## config.mk

```make
export PLATFORM = sky130hd
export DESIGN_NAME = alu_issue_stage_flat
export DESIGN_NICKNAME = d
export VERILOG_FILES = /design/src/rtl/alu_issue_stage_if.sv /design/src/rtl/alu_issue_stage.sv /design/src/flat_wrapper.sv
export SDC_FILE = /design/constraint.sdc
export NUM_CORES = 1
export LEC_CHECK = 0
export ABC_AREA = 1
export CAP_MARGIN = 15
export CORE_MARGIN = 2
export CORE_UTILIZATION = 52
export CTS_CLUSTER_DIAMETER = 50
export CTS_CLUSTER_SIZE = 20
export DETAILED_ROUTE_END_ITERATION = 12
export GPL_TIMING_DRIVEN = 1
export PLACE_DENSITY_LB_ADDON = 0.25
export SLEW_MARGIN = 30
export SYNTH_ARGS = -nofsm -noshare
export SYNTH_HDL_FRONTEND = slang
export SYNTH_SLANG_ARGS = --single-unit
```

## constraint.sdc

```tcl
create_clock -name clk_in -period 2.5 [get_ports clk_in]
set_input_delay 0.75 -clock clk_in [delete_from_list [all_inputs] [get_ports clk_in]]
set_output_delay 0.75 -clock clk_in [all_outputs]
set_load 0.03 [all_outputs]
```

## src/rtl/alu_issue_stage_if.sv

```systemverilog
// Handshake bundle between the upstream issue logic and the ALU issue stage.
// The slave modport is the stage itself; the master modport is its environment.
interface alu_issue_stage_if #(
  parameter int XLEN = 32
);
  logic            in_valid_in;
  logic            in_ready_out;
  logic [31:0]     instr_in;
  logic [XLEN-1:0] pc_in;
  logic [XLEN-1:0] rs1_data_in;
  logic [XLEN-1:0] rs2_data_in;
  logic            out_valid_out;
  logic            out_ready_in;
  logic [3:0]      alu_op_out;
  logic [XLEN-1:0] op_1_out;
  logic [XLEN-1:0] op_2_out;
  logic [4:0]      rd_out;
  logic            illegal_out;

  modport master (
    output in_valid_in, instr_in, pc_in, rs1_data_in, rs2_data_in, out_ready_in,
    input  in_ready_out, out_valid_out, alu_op_out, op_1_out, op_2_out, rd_out,
    illegal_out
  );

  modport slave (
    input  in_valid_in, instr_in, pc_in, rs1_data_in, rs2_data_in, out_ready_in,
    output in_ready_out, out_valid_out, alu_op_out, op_1_out, op_2_out, rd_out,
    illegal_out
  );
endinterface

```

## src/rtl/alu_issue_stage.sv

```systemverilog
// RV32I decode-and-issue stage in front of the integer ALU: decodes OP/OP-IMM/
// LUI/AUIPC into {funct7[5],funct3}, selects operands, buffers in a 2-entry FIFO.
module alu_issue_stage #(
  parameter int XLEN = 32
) (
  input  logic              clk_in,
  input  logic              rst_in,
  input  logic              flush_in,
  alu_issue_stage_if.slave  bus
);

  localparam logic [6:0] OPC_OP     = 7'b0110011;
  localparam logic [6:0] OPC_OP_IMM = 7'b0010011;
  localparam logic [6:0] OPC_LUI    = 7'b0110111;
  localparam logic [6:0] OPC_AUIPC  = 7'b0010111;
  localparam logic [6:0] F7_ZERO    = 7'b0000000;
  localparam logic [6:0] F7_ALT     = 7'b0100000;

  typedef struct packed {
    logic [3:0]      alu_op;
    logic [XLEN-1:0] op1;
    logic [XLEN-1:0] op2;
    logic [4:0]      rd;
    logic            illegal;
  } entry_t;

  function automatic logic [XLEN-1:0] sext_imm12(input logic [11:0] imm);
    return {{(XLEN-12){imm[11]}}, imm};
  endfunction

  function automatic logic [XLEN-1:0] zext_shamt(input logic [4:0] shamt);
    return {{(XLEN-5){1'b0}}, shamt};
  endfunction

  function automatic logic [XLEN-1:0] upper_imm(input logic [19:0] imm);
    return {{(XLEN-32){imm[19]}}, imm, 12'b0};
  endfunction

  // Stage p0: combinational decode of the offered instruction
  logic [6:0] opcode_p0;
  logic [2:0] funct3_p0;
  logic [6:0] funct7_p0;
  entry_t     dec_p0;

  assign opcode_p0 = bus.instr_in[6:0];
  assign funct3_p0 = bus.instr_in[14:12];
  assign funct7_p0 = bus.instr_in[31:25];

  always_comb begin
    dec_p0         = '0;
    dec_p0.rd      = bus.instr_in[11:7];
    dec_p0.illegal = 1'b1;
    case (opcode_p0)
      OPC_OP: begin
        if (funct7_p0 == F7_ZERO ||
            (funct7_p0 == F7_ALT && (funct3_p0 == 3'b000 || funct3_p0 == 3'b101))) begin
          dec_p0.illegal = 1'b0;
          dec_p0.alu_op  = {bus.instr_in[30], funct3_p0};
          dec_p0.op1     = bus.rs1_data_in;
          dec_p0.op2     = bus.rs2_data_in;
        end
      end
      OPC_OP_IMM: begin
        case (funct3_p0)
          3'b001: begin
            if (funct7_p0 == F7_ZERO) begin
              dec_p0.illegal = 1'b0;
              dec_p0.alu_op  = 4'b0001;
              dec_p0.op1     = bus.rs1_data_in;
              dec_p0.op2     = zext_shamt(bus.instr_in[24:20]);
            end
          end
          3'b101: begin
            if (funct7_p0 == F7_ZERO || funct7_p0 == F7_ALT) begin
              dec_p0.illegal = 1'b0;
              dec_p0.alu_op  = {bus.instr_in[30], 3'b101};
              dec_p0.op1     = bus.rs1_data_in;
              dec_p0.op2     = zext_shamt(bus.instr_in[24:20]);
            end
          end
          default: begin
            dec_p0.illegal = 1'b0;
            dec_p0.alu_op  = {1'b0, funct3_p0};
            dec_p0.op1     = bus.rs1_data_in;
            dec_p0.op2     = sext_imm12(bus.instr_in[31:20]);
          end
        endcase
      end
      OPC_LUI: begin
        dec_p0.illegal = 1'b0;
        dec_p0.op2     = upper_imm(bus.instr_in[31:12]);
      end
      OPC_AUIPC: begin
        dec_p0.illegal = 1'b0;
        dec_p0.op1     = bus.pc_in;
        dec_p0.op2     = upper_imm(bus.instr_in[31:12]);
      end
      default: ;
    endcase
  end

  // Stage p1: 2-entry buffer, head always presented on the outputs
  entry_t     head_p1;
  entry_t     tail_p1;
  logic [1:0] count_p1;
  logic       push_p0;
  logic       pop_p1;

  // Ready depends only on the registered count, never on out_ready_in.
  assign bus.in_ready_out  = (count_p1 < 2'd2);
  assign bus.out_valid_out = (count_p1 != 2'd0);
  assign push_p0 = bus.in_valid_in && bus.in_ready_out;
  assign pop_p1  = bus.out_valid_out && bus.out_ready_in;

  always_ff @(posedge clk_in) begin
    if (rst_in) begin
      count_p1 <= 2'd0;
      head_p1  <= '0;
      tail_p1  <= '0;
    end else if (flush_in) begin
      count_p1 <= 2'd0;
    end else begin
      case (count_p1)
        2'd0: begin
          if (push_p0) begin
            head_p1  <= dec_p0;
            count_p1 <= 2'd1;
          end
        end
        2'd1: begin
          if (push_p0 && pop_p1) begin
            head_p1 <= dec_p0;
          end else if (push_p0) begin
            tail_p1  <= dec_p0;
            count_p1 <= 2'd2;
          end else if (pop_p1) begin
            count_p1 <= 2'd0;
          end
        end
        2'd2: begin
          if (pop_p1) begin
            head_p1  <= tail_p1;
            count_p1 <= 2'd1;
          end
        end
        default: count_p1 <= 2'd0;
      endcase
    end
  end

  assign bus.alu_op_out  = head_p1.alu_op;
  assign bus.op_1_out    = head_p1.op1;
  assign bus.op_2_out    = head_p1.op2;
  assign bus.rd_out      = head_p1.rd;
  assign bus.illegal_out = head_p1.illegal;

endmodule

```

## src/flat_wrapper.sv

```systemverilog
// flat-port wrapper written by rule: the top's interface ports become plain ports
module alu_issue_stage_flat 
#(
  parameter int XLEN = 32
)
  (clk_in, rst_in, flush_in, bus_in_valid_in, bus_instr_in, bus_pc_in, bus_rs1_data_in, bus_rs2_data_in, bus_out_ready_in, bus_in_ready_out, bus_out_valid_out, bus_alu_op_out, bus_op_1_out, bus_op_2_out, bus_rd_out, bus_illegal_out);
  alu_issue_stage_if #(.XLEN(XLEN)) bus_i ();
  input  logic clk_in;
  input  logic rst_in;
  input  logic flush_in;
  input wire logic [$bits(bus_i.in_valid_in)-1:0] bus_in_valid_in;
  input wire logic [$bits(bus_i.instr_in)-1:0] bus_instr_in;
  input wire logic [$bits(bus_i.pc_in)-1:0] bus_pc_in;
  input wire logic [$bits(bus_i.rs1_data_in)-1:0] bus_rs1_data_in;
  input wire logic [$bits(bus_i.rs2_data_in)-1:0] bus_rs2_data_in;
  input wire logic [$bits(bus_i.out_ready_in)-1:0] bus_out_ready_in;
  output wire logic [$bits(bus_i.in_ready_out)-1:0] bus_in_ready_out;
  output wire logic [$bits(bus_i.out_valid_out)-1:0] bus_out_valid_out;
  output wire logic [$bits(bus_i.alu_op_out)-1:0] bus_alu_op_out;
  output wire logic [$bits(bus_i.op_1_out)-1:0] bus_op_1_out;
  output wire logic [$bits(bus_i.op_2_out)-1:0] bus_op_2_out;
  output wire logic [$bits(bus_i.rd_out)-1:0] bus_rd_out;
  output wire logic [$bits(bus_i.illegal_out)-1:0] bus_illegal_out;
  assign bus_i.in_valid_in = bus_in_valid_in;
  assign bus_i.instr_in = bus_instr_in;
  assign bus_i.pc_in = bus_pc_in;
  assign bus_i.rs1_data_in = bus_rs1_data_in;
  assign bus_i.rs2_data_in = bus_rs2_data_in;
  assign bus_i.out_ready_in = bus_out_ready_in;
  assign bus_in_ready_out = bus_i.in_ready_out;
  assign bus_out_valid_out = bus_i.out_valid_out;
  assign bus_alu_op_out = bus_i.alu_op_out;
  assign bus_op_1_out = bus_i.op_1_out;
  assign bus_op_2_out = bus_i.op_2_out;
  assign bus_rd_out = bus_i.rd_out;
  assign bus_illegal_out = bus_i.illegal_out;
  alu_issue_stage #(.XLEN(XLEN)) u_core (.clk_in(clk_in), .rst_in(rst_in), .flush_in(flush_in), .bus(bus_i));
endmodule
```

Word level (Yosys, flattened, before mapping)
Cells that the tools add are included.
W data, S select, Z words.
- reduce and logical (&&, ||, !) cells: 17
- bitwise operators: 2
- $lt $le $gt $ge: 1
- eq/ne operators: 14
- muxes and demuxes: 22
- operators by type and width (cell ; number):
    $mux W74 ; 3
    $pmux W74 S3 ; 1
    $pmux W32 S3 ; 2
    $mux W68 ; 2
    $pmux W68 S2 ; 1
    $mux W65 ; 1
    $eq A7 B6 Y1 const B ; 3
    $eq A7 B5 Y1 const B ; 2
    $mux W2 ; 5
    $pmux W4 S2 ; 1
    $reduce_and A4 Y1 ; 2
    $logic_not A7 Y1 ; 1
    $ne A2 B1 Y1 const B ; 3
    $pmux W2 S3 ; 1
    $reduce_and A5 Y1 ; 1
    $logic_and A1 B1 Y1 ; 4
    $reduce_or A2 Y1 ; 2
    $eq A3 B1 Y1 const B ; 1
    $eq A3 B3 Y1 const B ; 1
    $logic_not A3 Y1 ; 1
    $logic_or A1 B1 Y1 ; 3
    $mux W1 ; 3
    $ne A3 B1 Y1 const B ; 1
    $pmux W1 S3 ; 1
    9 further kinds ; 10
- bits of input ports: 133
- flip-flop bits (word level): 150

Longest topological paths before layout
- depth after elaboration: 8
- depth in mapped cells: 12
- mapped depth without buffers: 12

Worst setup path before layout
No wires, ideal clock.
- kind: in2reg
- start point: in bus_instr_in[6]
- end point: reg u_core.head_p1, in the netlist u_core.bus.op_1_out[3]
- slack: 613 ps
- path buffers: 1
- required time: 2430 ps
- cell stages on the path: 12
- setup time: 70 ps
- arrival: 1817 ps
- path through: inv_1 > nand2_2 > nor2_2 > nand3_1 > inv_2 > nand2_1 > nand2_4 > buf_6 > nand2_1 > nand2_1 > nand2_1 > a21oi_1
- longest elaborated chain between the ends: 4
- elaborated cells on any way between the ends: 7
- classes of those cells: 3 x eq/ne; 4 x mux
- ends and longest elaborated chain (item ; RTL line ; RTL):
    start: declaration ; flat_wrapper.sv:12 ; input wire logic [$bits(bus_i.instr_in)-1:0] bus_instr_in;
    $eq A7 B5 Y1 or $eq A7 B6 Y1 (tied branches) ; alu_issue_stage.sv:53 ; case (opcode_p0)
    $pmux W32 S3 * ; alu_issue_stage.sv:53 ;
    $mux W74 (on tied branches) ; alu_issue_stage.sv:131, alu_issue_stage.sv:125 ;
    $pmux W74 S3 * ; alu_issue_stage.sv:123 ; case (count_p1)
    end signal: assignment ; alu_issue_stage.sv:126 ; head_p1 <= dec_p0;
    end signal: assignment ; alu_issue_stage.sv:132 ; head_p1 <= dec_p0;
    end signal: assignment ; alu_issue_stage.sv:142 ; head_p1 <= tail_p1;
    end: declaration ; alu_issue_stage.sv:103 ; entry_t head_p1;
Mark *: on every way between the ends. The rest lies on a longest branch, timed or not. The select of a mux whose other input is x is not followed.
A chain may end at the register's enable or synchronous reset.

Final worst setup path
- start point: reg u_core.count_p1[0]
- end point: out bus_out_valid_out
- longest elaborated chain between the ends: 1
- ends and longest elaborated chain (item ; RTL line ; RTL):
    start: declaration ; alu_issue_stage.sv:105 ; logic [1:0] count_p1;
    start signal: assignment ; alu_issue_stage.sv:117 ; count_p1 <= 2'd0;
    start signal: assignment ; alu_issue_stage.sv:121 ; count_p1 <= 2'd0;
    start signal: assignment ; alu_issue_stage.sv:127 ; count_p1 <= 2'd1;
    $reduce_bool A2 Y1 ; alu_issue_stage.sv:111 ; assign bus.out_valid_out = (count_p1 != 2'd0);
    end: declaration ; flat_wrapper.sv:18 ; output wire logic [$bits(bus_i.out_valid_out)-1:0] bus_out_valid_out;
Every way passes these cells.

==> flow_summary_export.csv <==
group,metric,value,unit
timing,hold_slack,0.484,ns
drt,dr_total_vias,8256,
pwr,switching_share,0.252,
synthesis,synth_common_cells,"nand2_1 (267), nor2_1 (168), dfxtp_1 (150)",
pwr,power_density,578,mW/mm2
global_route,grt_pass1_wl,37700,um
floorplanning,die_area,0.0151,mm2
synthesis,netlist_area,0.00737,mm2
layout,seq_area,0.00300,mm2
worst_hold_path,hold_depth,2,
pwr,p_seq_frac,0.423,
cts,clockBufferDepth,2,
floorplanning,ios,209,
setup_path,reg2regPathDepth,7,
cts,cts_hold_buf,0,
setup_path,worstPathArrival,1.64,ns
floorplanning,initial_core_util,0.531,
synthesis,synthFlopType,"dfxtp_1",
cts,cts.repair.resized,0,
floorplanning,die_x,123,um
global_route,antenna_found_initial,0,
timing,max_freq,0.419,GHz
setup_path,rrSetupSlack,0.73,ns
cts,clock_sinks,150,
setup_path,path_buf_inv,2,
pwr,p_int,4.52,mW
cts,clk_latency,0.42,ns
drt,first_pass_iters,5,
synthesis,synth_most_common_cell,"nand2_1",
worst_hold_path,min-delay-start,"u_core.bus.rd_out[2]",
drt,drc,0,
status,status,"finished, final reports clean",
setup_path,path_class,"reg -> out",
layout,nets,1455,
synthesis,synth_seq_area_share,0.407,
floorplanning,coreArea,0.0139,mm2
synthesis,async_reset_ff_frac,0,
pwr,leakagePower,4.77,nW
setup_path,crit_family,"buffers and inverters",
layout,multiInputGateArea,0.00365,mm2
global_route,grt_max_degree,75,
floorplanning,num_rows,43,
setup_path,worstSetupStartpointType,"register",
drt,drtIter0Drc,836,
synthesis,ys_ff_latch,150,
synthesis,ys_top_cells_by_area,"dfxtp_1 (41%), nand2_1 (14%), a21oi_1 (9.7%)",
setup_path,worstPathMaxFanout,5,
synthesis,ys_warn_count,0,
pwr,power,6.04,mW
timing,worst_pin_slew,0.936,ns
pwr,pwr-share-clk,0.416,
timing,setup_viol,0,
cts,post_cts_buffers,0,
cts,h-tree-depth,4,
pwr,p_sw,1.52,mW
timing,maxSlewHeadroom,0.376,
drt,viasPerCell,5.46,
setup_path,timing.rr.start,"u_core.count_p1[1]",
setup_path,crit_chain,"nor2_1 -> inv_1 -> clkdlybuf4s50_1",
layout,final_layout_size_suffix_gt1_frac,0.0706,
layout,area_delta_synth_final,41.7,%
synthesis,synthCells,1127,
cts,clkTransAtPathRegs,0.06,ns
pwr,p_comb_frac,0.161,
placement,io_buffers,208,
setup_path,rr_endpoint,"u_core.bus.rd_out[2]",
synthesis,syn_nets,1260,
synthesis,synth_top_area_frac,0.407,
global_route,track_usage,0.315,
layout,fillers,1116,
global_route,grt_pass1_vias,7905,
timing,fin_crit,2.39,ns
worst_hold_path,hold_class,"reg -> reg",
floorplanning,die_y,123,um
synthesis,synth_edf_count,0,
global_route,grt-ovfl-total,0,
pwr,peakVddDrop,0.000468,V
timing,finalCritPeriodShare,0.955,
synthesis,postSynthAreaPerCell,6.54,um2
setup_path,cp-end-kind,"output pin",
synthesis,yosysTopAreaCell,"dfxtp_1",
timing,skew,0.00533,ns
cts,cts_tree,"done",
placement,dpl.hpwl,15200,um
drt,drt-total-wl,23700,um
setup_path,cpPeakStageDelay,0.66,ns
flow_run,drv_cap,0,
cts,cts_root_buf,"clkbuf_16",
layout,diodes,0,
timing,hold_viol,0,
cts,cts_buffers,17,
setup_path,cp.required,1.75,ns
drt,antenna_left,0,
synthesis,synth.distinct_cells,26,
timing,grt_setup_unrepaired,"false",
timing,drv_slew,0,
placement,place.gp.congestion,0.902,
worst_hold_path,hold_path_end,"u_core.bus.rd_out[2]",
drt,wire_per_inst,15.7,um
setup_path,cpMaxStageDelayCell,"clkdlybuf4s50_1",
==> registers in the layout (all words and copies together), names as in the netlist <==
name / cells
u_core.count_p1: 2
u_core.bus.rd_out: 5
u_core.bus.op_2_out: 32
u_core.bus.illegal_out: 1
u_core.bus.op_1_out: 32
u_core.tail_p1: 74
u_core.bus.alu_op_out: 4
==> per-layer routing <==
| layer | share of wire | wire (um) | GRT usage | up-vias |
|---|---|---|---|---|
| met2 | 0.48 | 11300 | 0.542 | 432 |
| li1 | - | - | - | 4017 |
| met3 | 0.098 | 2320 | 0.0752 | 59 |
| met5 | 0 | 0 | 0 | - |
| met4 | 0.028 | 672 | 0.143 | 0 |
| met1 | 0.40 | 9390 | 0.372 | 3748 |
==> cell type report <==
class                   count  share of cell area
clock buffers              25              0.0474
clock inverters             4             0.00671
inverters                  85              0.0305
multi-input cells         811               0.350
flip-flops and latches    150               0.287
well taps                 180              0.0216
repair buffers            257               0.257
==> logic make-up after synthesis <==
group                  synth area share
DFF                               0.407
and+or+nand+nor                   0.258
AOI/OAI and AO/OA                 0.235
buffers and inverters            0.0998
==> layout by cell type, fill, tap and decap left out, drive strengths merged <==
cell type,netlist,routed
nand2,270,270
a21boi,33,33
o31ai,1,1
buf,38,50
inv,85,85
o21ai,150,150
clkdlybuf4s50,0,207
nor2,170,170
bufinv,0,2
or2,1,1
clkbuf,43,25
clkinv,0,2
o21a,1,1
a21oi,143,143
nand4,3,3
nand3,37,37
dfxtp,150,150
nor3,2,2
==> power by group through the flow <==
stage                     Sequential, mW  Combinational [mW]  Clock (mW)
after floorplan                     2.77               0.280           0
after global placement              2.60               0.955           0
after detailed placement            2.61               0.963           0
after CTS                           2.56               0.969        2.53
after global routing                2.57                1.04        2.62
final                               2.56               0.972        2.51
==> how the worst max path moves through the flow <==
stage	depth (start not counted)	end	startpoint	slack [ns]
finish	3	bus_out_valid_out	u_core.count_p1[0]	0.11
global placement	12	u_core.bus.op_2_out[1]	bus_instr_in[0]	-0.01
detailed placement	12	u_core.bus.op_2_out[31]	bus_instr_in[0]	-0.08
global route	3	bus_out_valid_out	u_core.count_p1[0]	0.02
CTS	3	bus_out_valid_out	u_core.count_p1[0]	0.09
floorplan	12	u_core.bus.op_1_out[3]	bus_instr_in[6]	0.61
==> tightest hold or removal path, stage by stage, from the launching register on <==
cell	delay [ns]
dfxtp_1	0.32
nor2_1	0.04
nor2_1	0.09
==> per-stage QoR <==
stage	cells	worst slack [ns]	TNS, ns	instance area [um2]	util
after floorplan	1127	0.613	0	7370	-
after global placement	1483	-0.0129	-0.161	9880	0.712
after detailed placement	1483	-0.0826	-2.21	9880	0.712
after CTS	1512	0.0882	0	10400	0.753
after global routing	1512	0.0222	0	10400	0.753
final	1512	0.113	0	10400	0.753
Note: power is estimated with default switching activity, not from simulation.
